==> src/rtl/lemon_pkg.sv <==
// Shared types and constants for the LemonPC fetch path.
package lemon_pkg;

    localparam int XLEN = 64;
    localparam logic [XLEN-1:0] RESET_PC = 64'h0000_0000_8000_0000;

    typedef enum logic [1:0] {
        BOOT,
        REQ,
        WAIT
    } ifu_state_t;

    typedef struct packed {
        logic [XLEN-1:0] pc;
        logic [31:0]     inst;
    } fetch_entry_t;

endpackage

==> src/rtl/lemon_fetch_fifo.sv <==
// Purpose: 2-entry fetch queue with flush; head entry held in a register.
// Latency: a push is visible at the head the cycle after it is written.
// Backpressure: head_rdy pops the head; a push into a full queue is dropped unless a pop frees a slot.
module lemon_fetch_fifo
    import lemon_pkg::*;
(
    input  logic         clk,
    input  logic         rst_n,
    input  logic         flush,
    input  logic         push_vld,
    input  fetch_entry_t push_dat,
    output logic         head_vld,
    input  logic         head_rdy,
    output fetch_entry_t head_dat,
    output logic [1:0]   count
);

    fetch_entry_t tail_dat;
    logic         pop;
    logic         push_ok;

    assign head_vld = (count != 2'd0);
    assign pop      = head_vld && head_rdy;
    assign push_ok  = push_vld && ((count != 2'd2) || pop);

    always_ff @(posedge clk) begin
        if (!rst_n) begin
            count    <= 2'd0;
            head_dat <= '0;
            tail_dat <= '0;
        end else if (flush) begin
            count <= 2'd0;
        end else begin
            case ({push_ok, pop})
                2'b10: begin
                    if (count == 2'd0) head_dat <= push_dat;
                    else               tail_dat <= push_dat;
                    count <= count + 2'd1;
                end
                2'b01: begin
                    // head keeps its last value when the queue drains
                    if (count == 2'd2) head_dat <= tail_dat;
                    count <= count - 2'd1;
                end
                2'b11: begin
                    if (count == 2'd1) begin
                        head_dat <= push_dat;
                    end else begin
                        head_dat <= tail_dat;
                        tail_dat <= push_dat;
                    end
                end
                default: ;
            endcase
        end
    end

endmodule

==> src/rtl/lemon_ifu.sv <==
// Purpose: instruction fetch unit; owns fetch PC, one outstanding imem read, 2-entry output queue.
// Latency: response in cycle N appears on out_* in cycle N+1; sustained rate one fetch per 2 cycles.
// Backpressure: requests stall while the queue holds 2 entries; redirects flush and kill in-flight data.
module lemon_ifu
    import lemon_pkg::*;
(
    input  logic            clk,
    input  logic            rst_n,
    input  logic            redirect_valid,
    input  logic [XLEN-1:0] redirect_pc,
    output logic            imem_req_valid,
    input  logic            imem_req_ready,
    output logic [XLEN-1:0] imem_req_addr,
    input  logic            imem_resp_valid,
    input  logic [31:0]     imem_resp_data,
    output logic            out_valid,
    input  logic            out_ready,
    output logic [31:0]     out_inst,
    output logic [XLEN-1:0] out_pc
);

    ifu_state_t      state, state_nxt;
    logic [XLEN-1:0] fetch_pc;
    logic [XLEN-1:0] req_pc;
    logic            kill;
    logic            req_hs;
    logic            resp_hit;
    logic            push_vld;
    logic [1:0]      q_count;
    fetch_entry_t    push_dat;
    fetch_entry_t    head_dat;

    always_comb begin
        state_nxt      = state;
        imem_req_valid = 1'b0;
        case (state)
            BOOT: state_nxt = REQ;
            REQ: begin
                imem_req_valid = (q_count != 2'd2);
                if (imem_req_valid && imem_req_ready) state_nxt = WAIT;
            end
            WAIT: if (imem_resp_valid) state_nxt = REQ;
            default: state_nxt = BOOT;
        endcase
        req_hs   = imem_req_valid && imem_req_ready;
        resp_hit = (state == WAIT) && imem_resp_valid;
        // a redirect must still wait out any request left in flight
        if (redirect_valid)
            state_nxt = ((state == WAIT && !imem_resp_valid) || req_hs) ? WAIT : REQ;
        push_vld = resp_hit && !kill && !redirect_valid;
    end

    always_ff @(posedge clk) begin
        if (!rst_n) state <= BOOT;
        else        state <= state_nxt;
    end

    always_ff @(posedge clk) begin
        if (!rst_n) begin
            fetch_pc <= RESET_PC;
            req_pc   <= '0;
            kill     <= 1'b0;
        end else begin
            if (req_hs) req_pc <= fetch_pc;
            if (redirect_valid)  fetch_pc <= redirect_pc & ~XLEN'(3);
            else if (req_hs)     fetch_pc <= fetch_pc + XLEN'(4);
            if (redirect_valid)  kill <= (state_nxt == WAIT);
            else if (resp_hit)   kill <= 1'b0;
        end
    end

    assign imem_req_addr = fetch_pc;
    assign push_dat      = '{pc: req_pc, inst: imem_resp_data};

    lemon_fetch_fifo u_fifo (
        .clk      (clk),
        .rst_n    (rst_n),
        .flush    (redirect_valid),
        .push_vld (push_vld),
        .push_dat (push_dat),
        .head_vld (out_valid),
        .head_rdy (out_ready),
        .head_dat (head_dat),
        .count    (q_count)
    );

    assign out_inst = head_dat.inst;
    assign out_pc   = head_dat.pc;

endmodule

==> config.mk <==
export PLATFORM = sky130hd
export DESIGN_NAME = lemon_ifu
export DESIGN_NICKNAME = d
export VERILOG_FILES = /design/src/rtl/lemon_pkg.sv /design/src/rtl/lemon_fetch_fifo.sv /design/src/rtl/lemon_ifu.sv
export SDC_FILE = /design/constraint.sdc
export NUM_CORES = 1
export LEC_CHECK = 0
export ABC_AREA = 1
export CELL_PAD_IN_SITES_DETAIL_PLACEMENT = 1
export CELL_PAD_IN_SITES_GLOBAL_PLACEMENT = 1
export CORE_AREA = 2 2 204 206
export DETAILED_ROUTE_END_ITERATION = 8
export DIE_AREA = 0 0 206 208
export PLACE_DENSITY = 0.82
export REMOVE_ABC_BUFFERS = 1
export SYNTH_ARGS = -nofsm -noshare
export SYNTH_HDL_FRONTEND = slang
export SYNTH_SLANG_ARGS = --single-unit
==> constraint.sdc <==
create_clock -name clk -period 2.31 [get_ports clk]
set_clock_uncertainty 0.15 [all_clocks]
set_input_delay 0.462 -clock clk [delete_from_list [all_inputs] [get_ports clk]]
set_output_delay 0.462 -clock clk [all_outputs]
set_load 0.01 [all_outputs]
==> flow_summary.html <==
<table>
<tr><th>Metric</th><th>Value</th></tr>
<tr><th colspan="2">CTS</th></tr>
<tr><td>CTS Hold Bufs</td><td>0</td></tr>
<tr><td># clock sinks</td><td>317</td></tr>
<tr><td>Largest buffer count on any clock path</td><td>3</td></tr>
<tr><td>Clock root cell</td><td>sky130_fd_sc_hd__clkbuf_16</td></tr>
<tr><td>H-Tree Level Count</td><td>2</td></tr>
<tr><td>Clock transition at the registers of the reported paths</td><td>60 ps</td></tr>
<tr><td>CTS tree</td><td>built</td></tr>
<tr><td>Number of buffers created by CTS</td><td>38</td></tr>
<tr><td>Clock latency reported for the late side of the worst-skew pair</td><td>550 ps</td></tr>
<tr><th colspan="2">STA</th></tr>
<tr><td>Peak clock frequency supported by timing</td><td>0.438 GHz</td></tr>
<tr><td>Final number of setup-violating endpoints</td><td>0</td></tr>
<tr><td>Max-slew headroom</td><td>66.5%</td></tr>
<tr><td>Number of hold-slack violations in the final timing report</td><td>0</td></tr>
<tr><td>Number of pins with negative max-slew slack in the final report</td><td>0</td></tr>
<tr><td>Share of the clock period used by the worst path</td><td>98.8%</td></tr>
<tr><td>Measured slew at the worst slew-check pin</td><td>502 ps</td></tr>
<tr><td>Worst hold slack across all endpoints</td><td>131 ps</td></tr>
<tr><td>Crit path time final</td><td>2280 ps</td></tr>
<tr><th colspan="2">Cells and area</th></tr>
<tr><td>Fraction of final layout cells with drive strength greater than 1</td><td>7.30%</td></tr>
<tr><td>Post-route non-filler standard cell count</td><td>3151</td></tr>
<tr><td>Final design area excluding fillers</td><td>20000 sq um</td></tr>
<tr><td>Filler Cells Inserted</td><td>5280</td></tr>
<tr><td>Area added between synthesis and finish</td><td>34.4%</td></tr>
<tr><td># nets final</td><td>2700</td></tr>
<tr><th colspan="2">Synth</th></tr>
<tr><td>Synthesis Warnings</td><td>0</td></tr>
<tr><td>Cell type with the largest total area after synthesis</td><td>sky130_fd_sc_hd__dfxtp_1</td></tr>
<tr><td>Gate count of the mapped netlist</td><td>2316</td></tr>
<tr><td>Post-synthesis cell area</td><td>14900 sq um</td></tr>
<tr><td>Sequential cell area fraction in the yosys report</td><td>42.6%</td></tr>
<tr><td>Ys async rst share</td><td>0%</td></tr>
<tr><td>Syn Area/Cell</td><td>6.43 sq um</td></tr>
<tr><td>Synthesis-stage register bit count</td><td>317</td></tr>
<tr><td>Top flip-flop cell by instance count after synthesis</td><td>sky130_fd_sc_hd__dfxtp_1</td></tr>
<tr><td>Top area cells in the synthesized netlist</td><td>sky130_fd_sc_hd__dfxtp_1 43%, sky130_fd_sc_hd__nand2_1 14%, sky130_fd_sc_hd__o21ai_0 10%, sky130_fd_sc_hd__nor2_1 9.1%, sky130_fd_sc_hd__inv_1 7.8%</td></tr>
<tr><td>Number of library cell types mapped by synthesis</td><td>33</td></tr>
<tr><td>Fraction of post-synthesis cell area in the top cell type by area</td><td>42.6%</td></tr>
<tr><td>Most frequently used cell type in the post-synthesis netlist</td><td>sky130_fd_sc_hd__nand2_1</td></tr>
<tr><td>Number of synthesized flops with an enable pin</td><td>0</td></tr>
<tr><td>Most instantiated cells after synthesis</td><td>570 x sky130_fd_sc_hd__nand2_1, 361 x sky130_fd_sc_hd__nor2_1, 317 x sky130_fd_sc_hd__dfxtp_1, 311 x sky130_fd_sc_hd__o21ai_0, 310 x sky130_fd_sc_hd__inv_1</td></tr>
<tr><th colspan="2">Hold path</th></tr>
<tr><td>Hold Path Class</td><td>input port to register</td></tr>
<tr><th colspan="2">GRT</th></tr>
<tr><td>Vias in the first global route</td><td>16159</td></tr>
<tr><td>GRT Util Overall</td><td>25.1%</td></tr>
<tr><td>Largest net degree at the start of global routing</td><td>94</td></tr>
<tr><td>First-pass GRT wire length</td><td>85600 um</td></tr>
<tr><td>Grt total ovfl</td><td>0</td></tr>
<tr><td>Antenna violations before repair</td><td>1</td></tr>
<tr><th colspan="2">Critical path</th></tr>
<tr><td>Cells on worst reg2reg path</td><td>13</td></tr>
<tr><td>Slowest CP cell</td><td>sky130_fd_sc_hd__clkdlybuf4s50_1</td></tr>
<tr><td>Sequence of cells on the critical path</td><td>clkdlybuf4s50_1</td></tr>
<tr><td>Setup crit end kind</td><td>primary output</td></tr>
<tr><td>Largest incremental delay on the critical path</td><td>650 ps</td></tr>
<tr><td>CP startpoint kind</td><td>register</td></tr>
<tr><td>Crit path DAT</td><td>1670 ps</td></tr>
<tr><td>Type of the setup path with the least slack</td><td>register to primary output</td></tr>
<tr><td>Required time reported for the critical path endpoint</td><td>1700 ps</td></tr>
<tr><td>Capture point of the critical path</td><td>imem_req_addr[51]</td></tr>
<tr><td>Max FO, Critical Path</td><td>5</td></tr>
<tr><td>Crit Reg-Reg Endpoint</td><td>imem_req_addr[48]$_SDFFE_PN0P_</td></tr>
<tr><td>Flop2flop setup slack</td><td>100 ps</td></tr>
<tr><td>Critical R2R Launch</td><td>u_fifo.count[0]$_SDFFE_PP0P_</td></tr>
<tr><td>Launching element of the worst setup path</td><td>imem_req_addr[51]$_SDFFE_PN0P_</td></tr>
<tr><td>Total buffers and inverters traversed by the critical path</td><td>1</td></tr>
<tr><td>Crit-path leading delay family</td><td>buffers and inverters</td></tr>
<tr><td>Number of logic stages on the critical path including buffering</td><td>1</td></tr>
<tr><th colspan="2">Floorplan</th></tr>
<tr><td>Die extent in x</td><td>206 um</td></tr>
<tr><td>Overall die area</td><td>42800 sq um</td></tr>
<tr><td>FP Rows</td><td>74</td></tr>
<tr><td>Die outline height</td><td>208 um</td></tr>
<tr><td>Area of the core region</td><td>40600 sq um</td></tr>
<tr><td>Initial Util</td><td>36.7%</td></tr>
<tr><td># IOs</td><td>264</td></tr>
<tr><th colspan="2">Route</th></tr>
<tr><td>Highest metal layer with signal wires</td><td>met4</td></tr>
<tr><td>Count of TritonRoute iterations in the first routing pass</td><td>5</td></tr>
<tr><td>Met2 routed wirelength</td><td>26800 um</td></tr>
<tr><td>Detail-routed via count per cell</td><td>4.98</td></tr>
<tr><td>Wire per inst</td><td>17.5 um</td></tr>
<tr><td>Number of vias after detailed routing</td><td>15704</td></tr>
<tr><td>Metal-1 WL</td><td>24100 um</td></tr>
<tr><td>Drt total wl</td><td>55300 um</td></tr>
<tr><td>Detailed router's first-iteration violation count</td><td>820</td></tr>
<tr><td>Residual antenna-violating net count after detailed routing</td><td>0</td></tr>
<tr><td>Total met3 wirelength after detailed routing</td><td>2720 um</td></tr>
<tr><td>Post-route DRC</td><td>0</td></tr>
<tr><th colspan="2">Placed design</th></tr>
<tr><td>Cell area after placement</td><td>18700 sq um</td></tr>
<tr><td>Placed Instances</td><td>3084</td></tr>
<tr><td>GP Congestion</td><td>0.884</td></tr>
<tr><td>Hpwl dp</td><td>39800 um</td></tr>
<tr><td>Number of buffers inserted by port buffering</td><td>257</td></tr>
<tr><th colspan="2">Status</th></tr>
<tr><td>Run status</td><td>completed</td></tr>
<tr><th colspan="2">Power</th></tr>
<tr><td>Static leakage</td><td>8.57 nW</td></tr>
<tr><td>Final total power</td><td>13.3 mW</td></tr>
<tr><td>Peak VDD IR</td><td>0.428 mV</td></tr>
<tr><td>P per Cell Area</td><td>664 nW/um^2</td></tr>
<tr><th colspan="2">Flow run</th></tr>
<tr><td>Maxcap violations</td><td>0</td></tr>
</table>
cell usage in the layout (no fill, tap or decap), types with 8 or more instances in the layout:
| cell type | synthesis | routed |
|---|---|---|
| sky130_fd_sc_hd__nand2_1 | 570 | 569 |
| sky130_fd_sc_hd__clkdlybuf4s50_1 | 0 | 241 |
| sky130_fd_sc_hd__inv_1 | 310 | 308 |
| sky130_fd_sc_hd__clkbuf_1 | 81 | 10 |
| sky130_fd_sc_hd__o21ai_0 | 311 | 302 |
| sky130_fd_sc_hd__o21ai_1 | 2 | 11 |
| sky130_fd_sc_hd__buf_4 | 8 | 80 |
| sky130_fd_sc_hd__dlygate4sd2_1 | 0 | 8 |
| sky130_fd_sc_hd__a21oi_1 | 183 | 183 |
| sky130_fd_sc_hd__nor2_1 | 361 | 356 |
| sky130_fd_sc_hd__a31oi_1 | 17 | 17 |
| sky130_fd_sc_hd__nand3_1 | 63 | 63 |
| sky130_fd_sc_hd__dfxtp_1 | 317 | 312 |
| sky130_fd_sc_hd__clkbuf_16 | 0 | 42 |
| sky130_fd_sc_hd__nor2_2 | 5 | 8 |
| sky130_fd_sc_hd__buf_12 | 0 | 25 |
| sky130_fd_sc_hd__xor2_1 | 14 | 14 |
cell type report:
cell class / count / area (sq um) / share of cell area, %
multi-input cells: 1559 / 6860 / 34.3
flip-flops and latches: 317 / 6350 / 31.7
repair buffers: 364 / 3710 / 18.5
inverters: 314 / 1180 / 5.90
clock buffers: 57 / 1150 / 5.72
well taps: 532 / 666 / 3.32
clock inverters: 7 / 110 / 0.550
diodes: 1 / 2.50 / 0.0125
power by group:
group | total (mW) | switching [mW] | internal (mW)
clock | 6.13 | 2.39 | 3.74
combinational | 1.35 | 0.756 | 0.595
sequential | 5.82 | 0.176 | 5.65
flip-flops by register name, summed over array words and instances (netlist names):
name,count
kill,1
req_pc,62
state,2
u_fifo.tail_dat,94
u_fifo.count,2
u_fifo.head_dat,94
imem_req_addr,62
metal layers:
metal  vias up  GRT usage (%)
met3        88           5.01
met5         -              0
met4         0           8.33
met1      7547           31.0
li1       7751              -
met2       318           43.4
cell families (layout without fill, tap and decap cells):
| logic type | Yosys count | in the layout | share of synthesized area [%] |
|---|---|---|---|
| other | 1 | 5 | 0.0252 |
| adders and majority gates | 4 | 4 | 0.336 |
| buffers and inverters | 443 | 742 | 11.8 |
| xor gates and xnor gates | 18 | 18 | 1.06 |
| and+or+nand+nor | 1012 | 1012 | 26.3 |
| AOI/OAI and AO/OA | 521 | 521 | 17.9 |
| DFF | 317 | 317 | 42.6 |
worst reg2reg max path, cell delays in order (launching register included):
cell	delay [ps]
sky130_fd_sc_hd__dfxtp_1	320
sky130_fd_sc_hd__inv_1	170
sky130_fd_sc_hd__ha_4	200
sky130_fd_sc_hd__inv_2	60
sky130_fd_sc_hd__nand3_1	140
sky130_fd_sc_hd__nor2_4	70
sky130_fd_sc_hd__buf_12	150
sky130_fd_sc_hd__nor2_2	110
sky130_fd_sc_hd__inv_2	90
sky130_fd_sc_hd__buf_12	130
sky130_fd_sc_hd__clkbuf_16	180
sky130_fd_sc_hd__o21ai_0	180
sky130_fd_sc_hd__inv_1	60
sky130_fd_sc_hd__a21oi_1	140
worst min path at each step:
stage,startpoint,to,slack [ps],depth (start not counted)
detailed placement,u_fifo.tail_dat[63]$_SDFFE_PN0P_,u_fifo.tail_dat[63]$_SDFFE_PN0P_,290,2
global route,rst_n,u_fifo.head_dat[81]$_SDFFE_PN0P_,130,3
global placement,u_fifo.tail_dat[36]$_SDFFE_PN0P_,u_fifo.tail_dat[36]$_SDFFE_PN0P_,280,2
CTS,rst_n,u_fifo.head_dat[80]$_SDFFE_PN0P_,100,3
floorplan,u_fifo.tail_dat[0]$_SDFFE_PN0P_,u_fifo.tail_dat[0]$_SDFFE_PN0P_,270,2
finish,rst_n,u_fifo.head_dat[80]$_SDFFE_PN0P_,130,3
stage by stage:
stage / worst slack, ps / setup TNS (ps) / utilization, %
global placement: -152 / -7650 / 46.1
global route: -23.2 / -38.1 / 49.4
finish: 27.1 / 0 / 49.4
floorplan: -2970 / -525430 / -
CTS: 4.41 / 0 / 49.1
detailed placement: -236 / -21910 / 46.1
timing repair:
action                     4_1_cts  5_1_grt
setup endpoints to repair       12       49
gates resized for setup         16       27
buffers inserted                 0        1
cloned                           0        1
Note: power is estimated with default switching activity, not from simulation.
